$ cat src/rtl/pio_in_capture_if.sv
// Register-bus bundle for pio_in_capture: a single-cycle write strobe plus registered read data.
// The host drives through the master modport and the capture block answers through the slave modport.
interface pio_in_capture_if;
  logic [1:0]  address;
  logic        chipselect;
  logic        write;
  logic [31:0] writedata;
  logic [31:0] readdata;

  modport master (
    output address, chipselect, write, writedata,
    input  readdata
  );

  modport slave (
    input  address, chipselect, write, writedata,
    output readdata
  );
endinterface

$ cat src/rtl/pio_in_capture.sv
// Parallel input port. It synchronises in_port, latches the selected edge type per bit,
// and raises an interrupt on masked captured edges (or on masked input levels).
module pio_in_capture #(
  parameter int WIDTH       = 8,  // 1..32
  parameter int SYNC_STAGES = 2,  // 2..3
  parameter int EDGE_TYPE   = 0,  // 0 rising, 1 falling, 2 any
  parameter int IRQ_MODE    = 1   // 0 level, 1 edge capture
) (
  input  logic              clk,
  input  logic              reset,
  pio_in_capture_if.slave   bus,
  input  logic [WIDTH-1:0]  in_port,
  output logic              irq
);

  localparam logic [1:0] ADDR_DATA = 2'd0;
  localparam logic [1:0] ADDR_MASK = 2'd2;
  localparam logic [1:0] ADDR_EDGE = 2'd3;

  logic [SYNC_STAGES-1:0][WIDTH-1:0] sync_q;
  logic [WIDTH-1:0] data_sync;
  logic [WIDTH-1:0] data_prev;
  logic [WIDTH-1:0] edge_det;
  logic [WIDTH-1:0] edge_capture;
  logic [WIDTH-1:0] irq_mask;
  logic [WIDTH-1:0] clear_bits;
  logic [31:0]      readdata_next;
  logic             write_en;

  // Only the low WIDTH bits of writedata carry register content.
  logic unused_writedata;
  assign unused_writedata = ^bus.writedata;

  assign data_sync = sync_q[SYNC_STAGES-1];
  assign write_en  = bus.chipselect & bus.write;

  // NOTE: registers update with non-blocking (<=) so every flop samples pre-edge values;
  // blocking assignments here would collapse the synchroniser chain into one stage.
  always_ff @(posedge clk) begin
    if (reset) begin
      sync_q    <= '0;
      data_prev <= '0;
    end else begin
      sync_q    <= {sync_q[SYNC_STAGES-2:0], in_port};
      data_prev <= data_sync;
    end
  end

  // NOTE: every always_comb output gets a default before the case so no latch is inferred.
  always_comb begin
    edge_det = '0;
    case (EDGE_TYPE)
      0:       edge_det = data_sync & ~data_prev;
      1:       edge_det = ~data_sync & data_prev;
      default: edge_det = data_sync ^ data_prev;
    endcase
  end

  assign clear_bits = (write_en && bus.address == ADDR_EDGE) ? bus.writedata[WIDTH-1:0] : '0;

  // A fresh edge is ORed in after the clear, so a set and a clear in the same cycle leave the bit at 1.
  always_ff @(posedge clk) begin
    if (reset) begin
      edge_capture <= '0;
      irq_mask     <= '0;
    end else begin
      edge_capture <= (edge_capture & ~clear_bits) | edge_det;
      if (write_en && bus.address == ADDR_MASK) begin
        irq_mask <= bus.writedata[WIDTH-1:0];
      end
    end
  end

  always_comb begin
    readdata_next = '0;
    case (bus.address)
      ADDR_DATA: readdata_next[WIDTH-1:0] = data_sync;
      ADDR_MASK: readdata_next[WIDTH-1:0] = irq_mask;
      ADDR_EDGE: readdata_next[WIDTH-1:0] = edge_capture;
      default:   readdata_next = '0;
    endcase
  end

  always_ff @(posedge clk) begin
    if (reset) begin
      bus.readdata <= '0;
    end else begin
      bus.readdata <= readdata_next;
    end
  end

  // irq depends only on flops, so no bus input reaches it combinationally.
  generate
    if (IRQ_MODE == 1) begin : g_irq_edge
      assign irq = |(edge_capture & irq_mask);
    end else begin : g_irq_level
      assign irq = |(data_sync & irq_mask);
    end
  endgenerate

endmodule

$ cat src/flat_wrapper.sv
// flat-port wrapper written by rule: the top's interface ports become plain ports
module pio_in_capture_flat 
#(
  parameter int WIDTH       = 8,          
  parameter int SYNC_STAGES = 2,         
  parameter int EDGE_TYPE   = 0,                               
  parameter int IRQ_MODE    = 1                             
)
  (clk, reset, in_port, irq, bus_address, bus_chipselect, bus_write, bus_writedata, bus_readdata);
  pio_in_capture_if bus_i ();
  input  logic clk;
  input  logic reset;
  input  logic [WIDTH-1:0] in_port;
  output logic irq;
  input wire logic [$bits(bus_i.address)-1:0] bus_address;
  input wire logic [$bits(bus_i.chipselect)-1:0] bus_chipselect;
  input wire logic [$bits(bus_i.write)-1:0] bus_write;
  input wire logic [$bits(bus_i.writedata)-1:0] bus_writedata;
  output wire logic [$bits(bus_i.readdata)-1:0] bus_readdata;
  assign bus_i.address = bus_address;
  assign bus_i.chipselect = bus_chipselect;
  assign bus_i.write = bus_write;
  assign bus_i.writedata = bus_writedata;
  assign bus_readdata = bus_i.readdata;
  pio_in_capture #(.WIDTH(WIDTH), .SYNC_STAGES(SYNC_STAGES), .EDGE_TYPE(EDGE_TYPE), .IRQ_MODE(IRQ_MODE)) u_core (.clk(clk), .reset(reset), .bus(bus_i), .in_port(in_port), .irq(irq));
endmodule
$ cat config.mk
export PLATFORM = sky130hd
export DESIGN_NAME = pio_in_capture_flat
export DESIGN_NICKNAME = d
export VERILOG_FILES = /design/src/rtl/pio_in_capture_if.sv /design/src/rtl/pio_in_capture.sv /design/src/flat_wrapper.sv
export SDC_FILE = /design/constraint.sdc
export NUM_CORES = 1
export LEC_CHECK = 0
export ABC_AREA = 1
export BUFFER_PORTS_ARGS = -buffer_cell sky130_fd_sc_hd__buf_2
export CAP_MARGIN = 10
export CELL_PAD_IN_SITES_DETAIL_PLACEMENT = 1
export CELL_PAD_IN_SITES_GLOBAL_PLACEMENT = 1
export CORE_UTILIZATION = 36
export CTS_CLUSTER_SIZE = 10
export DETAILED_ROUTE_END_ITERATION = 6
export GPL_TIMING_DRIVEN = 0
export PLACE_DENSITY = 0.84
export SKIP_LAST_GASP = 1
export SYNTH_ARGS = -nofsm -noshare
export SYNTH_HDL_FRONTEND = slang
export SYNTH_SLANG_ARGS = --single-unit
$ cat constraint.sdc
create_clock -name clk -period 1.9 [get_ports clk]
set_clock_uncertainty 0.1 [all_clocks]
set_input_delay 0.57 -clock clk [delete_from_list [all_inputs] [get_ports clk]]
set_output_delay 0.57 -clock clk [all_outputs]
set_load 0.005 [all_outputs]
Word level (Yosys, flattened, before mapping)
Index checks and enable logic that the tools add are counted.
Word-level totals
  output and inout bits: 33
  register bits after elaboration: 72
  input bits: 46
  logic and storage cells: 22
Cells by class
  eq/ne operators: 2
  reduce and logical (&&, ||, !) cells: 4
  bitwise operators: 7
  multiplexer cells: 2
Operators with widths (number)
  $and A8 B8 Y8: 3
  $pmux W8 S3: 1
  $not A8 Y8: 2
  $mux W8: 1
  $or A8 B8 Y8: 1
  $reduce_or A8 Y1: 1
  $eq A2 B2 Y1 const B: 2
  $logic_and A1 B1 Y1: 2
  $logic_not A2 Y1: 1
  $and A1 B1 Y1: 1

Logic depth before layout (Yosys ltp)
  word-level depth: 6
  mapped depth: 6
  gate-level depth less buffers: 5

Worst setup path after synthesis
Ideal clock, no wire load.
  path type: in2reg
  start point: input reset
  end point: register u_core.irq_mask[4]
  path buffers: 2
  arrival time: 1.107 ns
  setup time: 0.113 ns
  data required time: 1.687 ns
  slack: 0.581 ns
  stages on the path: 5
  cells stage by stage: clkbuf_1 > inv_1 > buf_2 > nand2_1 > nor2_1
RTL lines
  from (decl): RTL line flat_wrapper.sv:12  | input logic reset;
  to (signal assigned): RTL line pio_in_capture.sv:69  | irq_mask <= bus.writedata[WIDTH-1:0];
  to (decl): RTL line pio_in_capture.sv:25  | logic [WIDTH-1:0] irq_mask;

Worst setup path in the final report
  start point: register u_core.edge_capture[1]
  end point: output irq
On the way
  word-level cells in the longest chain between the ends: 2
Ends and longest elaborated chain
  from (decl): RTL line pio_in_capture.sv:24  | logic [WIDTH-1:0] edge_capture;
  from (signal assigned): RTL line pio_in_capture.sv:67  | edge_capture <= (edge_capture & ~clear_bits) | edge_det;
  $and A8 B8 Y8: RTL line pio_in_capture.sv:95  | assign irq = |(edge_capture & irq_mask);
  $reduce_or A8 Y1: RTL line pio_in_capture.sv:95
  to (decl): RTL line flat_wrapper.sv:14  | output logic irq;
No other way between the ends.

==> qor.yml <==
synth:
  yosys.area.top_type_share_pct: 46.4
  ys_seq_area_share_pct: 46.4
  synth_area_leaders: "dfxtp_1 (46%), nand2_1 (12%), inv_1 (11%), buf_4 (9.4%), nor2_1 (8.9%)"
  yosys_warnings: 0
  yosys_register_bits: 48
  synthesis.area_um2: 2070
  synth_top_cell_by_area: "dfxtp_1"
  syn_area_per_cell_um2: 6.97
  synth_cell_types: 14
  synth_cells: 297
final_layout:
  syn2layout_area_growth_pct: 20.0
  drive_gt1_share_pct: 20.7
  antennaDiodeCount: 0
  stdcell_count: 429
  nets: 402
die:
  io_pins: 79
  start_util_pct: 37.4
  die_area_um2: 6060
  die_h_um: 77.8
  placeableCoreArea_um2: 5540
  dieWidth_um: 77.8
  placementRows: 27
critical_path:
  cp_slowest_cell: "dfxtp_1"
  crit_top_cell: "nand2_1"
  worstPathRequired_ns: 1.23
  r2r-start: "u_core.edge_capture[2]"
  path_cells: "nand2_1 -> nand2_1 -> a21oi_1 -> nand2_1 -> buf_2"
  setup.worst_path.start: "u_core.edge_capture[1]"
  reg2regPathDepth: 4
  path_buf_inv: 1
  cp_slowest_stage_delay_ns: 0.34
  rrSetupSlack_ns: 1.07
  crit_arrival_ns: 1.12
  end_kind: "output pin"
  reg2reg_to: "u_core.bus.readdata[2]"
  crit_family: "flip-flops"
  setup.worst_path.class: "reg -> out"
  start_kind: "flop"
  cp_max_fo: 3
min_path:
  min_from: "u_core.sync_q[5]"
  hold-path-endpoint: "u_core.data_sync[5]"
  hold_depth: 2
  holdCritPathClass: "reg -> reg"
sta:
  setup_viol: 0
  drv_slew: 0
  finalCritPeriodShare_pct: 94.5
  fin_crit_ns: 1.79
  fmax_mhz: 557
  hold_violations: 0
  fin_setup_tns_ns: 0
  rsz0062_at_grt: "no"
routing:
  via_count: 1791
  antenna_left: 0
  vias_per_cell: 4.17
  drtIter0Drc: 56
  finalWirelength_mm: 4.45
  avgRoutedWirePerCell_um: 10.4
  drc: 0
  dr.pass1.iters: 4
clock_network:
  clk_latency_ns: 0.30
  numCtsBuffers: 5
  cts-hold-fix-buffers: 0
  path_clk_slew_ns: 0.09
  cts_setup_buffers: 0
  h-tree-depth: 2
  cts_resized: 0
  cts_tree: "yes"
  root_buffer: "clkbuf_8"
  clock_sinks: 48
  clk_path_buf_depth: 2
pwr:
  p_leak_uw: 0.00135
  p_per_area_nw_per_um2: 766
  finalPower_uw: 1900
  p_seq_share_pct: 56.1
  power_frac_comb_pct: 10.8
  cell_internal_pwr_uw: 1430
  switching_share_pct: 25.0
  max-vdd-ir-drop_mv: 0.281
  clkPwrFrac_pct: 33.1
  switchingPower_uw: 476
global_routing:
  grt_pass1_vias: 1773
  grt_max_degree: 15
  antenna_found_initial: 0
  gr-total-overflow: 0
  grt_pass1_wl_mm: 7.68
  grtUsageTotal_pct: 16.2
placement:
  portBuffers: 29
  dp_cells: 421
  place.gp.congestion: 0.793
  dp_hpwl_mm: 3.45
outcome:
  status: "complete, no violations"
job:
  drv_cap: 0
-- placed cells by master, fill, tap and decap left out, drive strengths merged --
master	count
nand3	33
buf	60
clkinv	2
clkbuf	7
inv	60
conb	24
a21oi	1
nor2	53
nand2	69
dfxtp	48
-- metal layers --
| metal | GRT usage (%) | up-vias | part of all wire, % |
|---|---|---|---|
| met5 | 0 | - | 0 |
| met4 | 6.79 | 0 | 2.3 |
| met3 | 2.59 | 10 | 5.4 |
| met2 | 29.1 | 53 | 47 |
| met1 | 18.9 | 798 | 45 |
| li1 | - | 930 | - |
-- power by group through the flow --
| stage | sequential, uW | combinational [uW] | clock [uW] |
|---|---|---|---|
| after floorplan | 1090 | 145 | 0 |
| after global placement | 1090 | 198 | 0 |
| after detailed placement | 1090 | 204 | 0 |
| after CTS | 1070 | 205 | 654 |
| after global routing | 1070 | 235 | 684 |
| final | 1070 | 205 | 631 |
-- cells by family after synthesis --
family / synth area share, %
AND/OR/NAND/NOR: 31.4
flip-flops: 46.4
other: 0.181
buffers and inverters: 21.7
AO/OA/AOI/OAI: 0.242
-- metrics by stage --
step | utilization, % | setup slack (ns) | hold WS (ns) | instance area [um2]
final | 44.8 | 0.105 | 0.305 | 2480
after CTS | 44.8 | 0.111 | 0.309 | 2480
after floorplan | - | 0.581 | 0.288 | 2160
after global placement | 43.2 | 0.284 | 0.289 | 2390
after global routing | 44.8 | 0.00723 | 0.330 | 2480
after detailed placement | 43.2 | 0.260 | 0.296 | 2390
-- flip-flops by register name, summed over array words and instances, names as in the netlist --
signal,flops
u_core.data_sync,8
u_core.edge_capture,8
u_core.bus.readdata,8
u_core.irq_mask,8
u_core.sync_q,8
u_core.data_prev,8
-- how the worst max path moves through the flow --
stage                                  end  slack, ns  depth (start not counted)
floorplan               u_core.irq_mask[4]       0.58                          5
global placement    u_core.edge_capture[4]       0.28                          7
detailed placement  u_core.edge_capture[4]       0.26                          7
CTS                                    irq       0.11                          5
global route                           irq      0.007                          5
finish                                 irq       0.11                          5
-- cell type report --
class / count / area, um2
sequential: 48 / 961
fill: 766 / 3060
timing repair buffer: 29 / 145
clock inverter: 2 / 10.0
buffer: 32 / 224
tap: 72 / 90.1
clock buffer: 6 / 82.6
inverter: 60 / 225
multi-input combinational: 180 / 746
-- worst register-to-register path, delay by kind of cell, from the launching register on --
| kind | cells | cell delay, ns |
|---|---|---|
| buffers and inverters | 1 | 0.05 |
| DFF | 1 | 0.38 |
| and+or+nand+nor | 3 | 0.25 |
-- synthesized netlist by cell type --
cell type / n
a21oi_1: 1
buf_2: 5
buf_4: 26
clkbuf_1: 1
conb_1: 1
dfxtp_1: 48
inv_1: 59
inv_2: 1
nand2_1: 68
nand2_2: 1
nand3_1: 33
nor2_1: 49
nor2_2: 1
nor2_4: 3
Note: power is estimated with default switching activity, not from simulation.
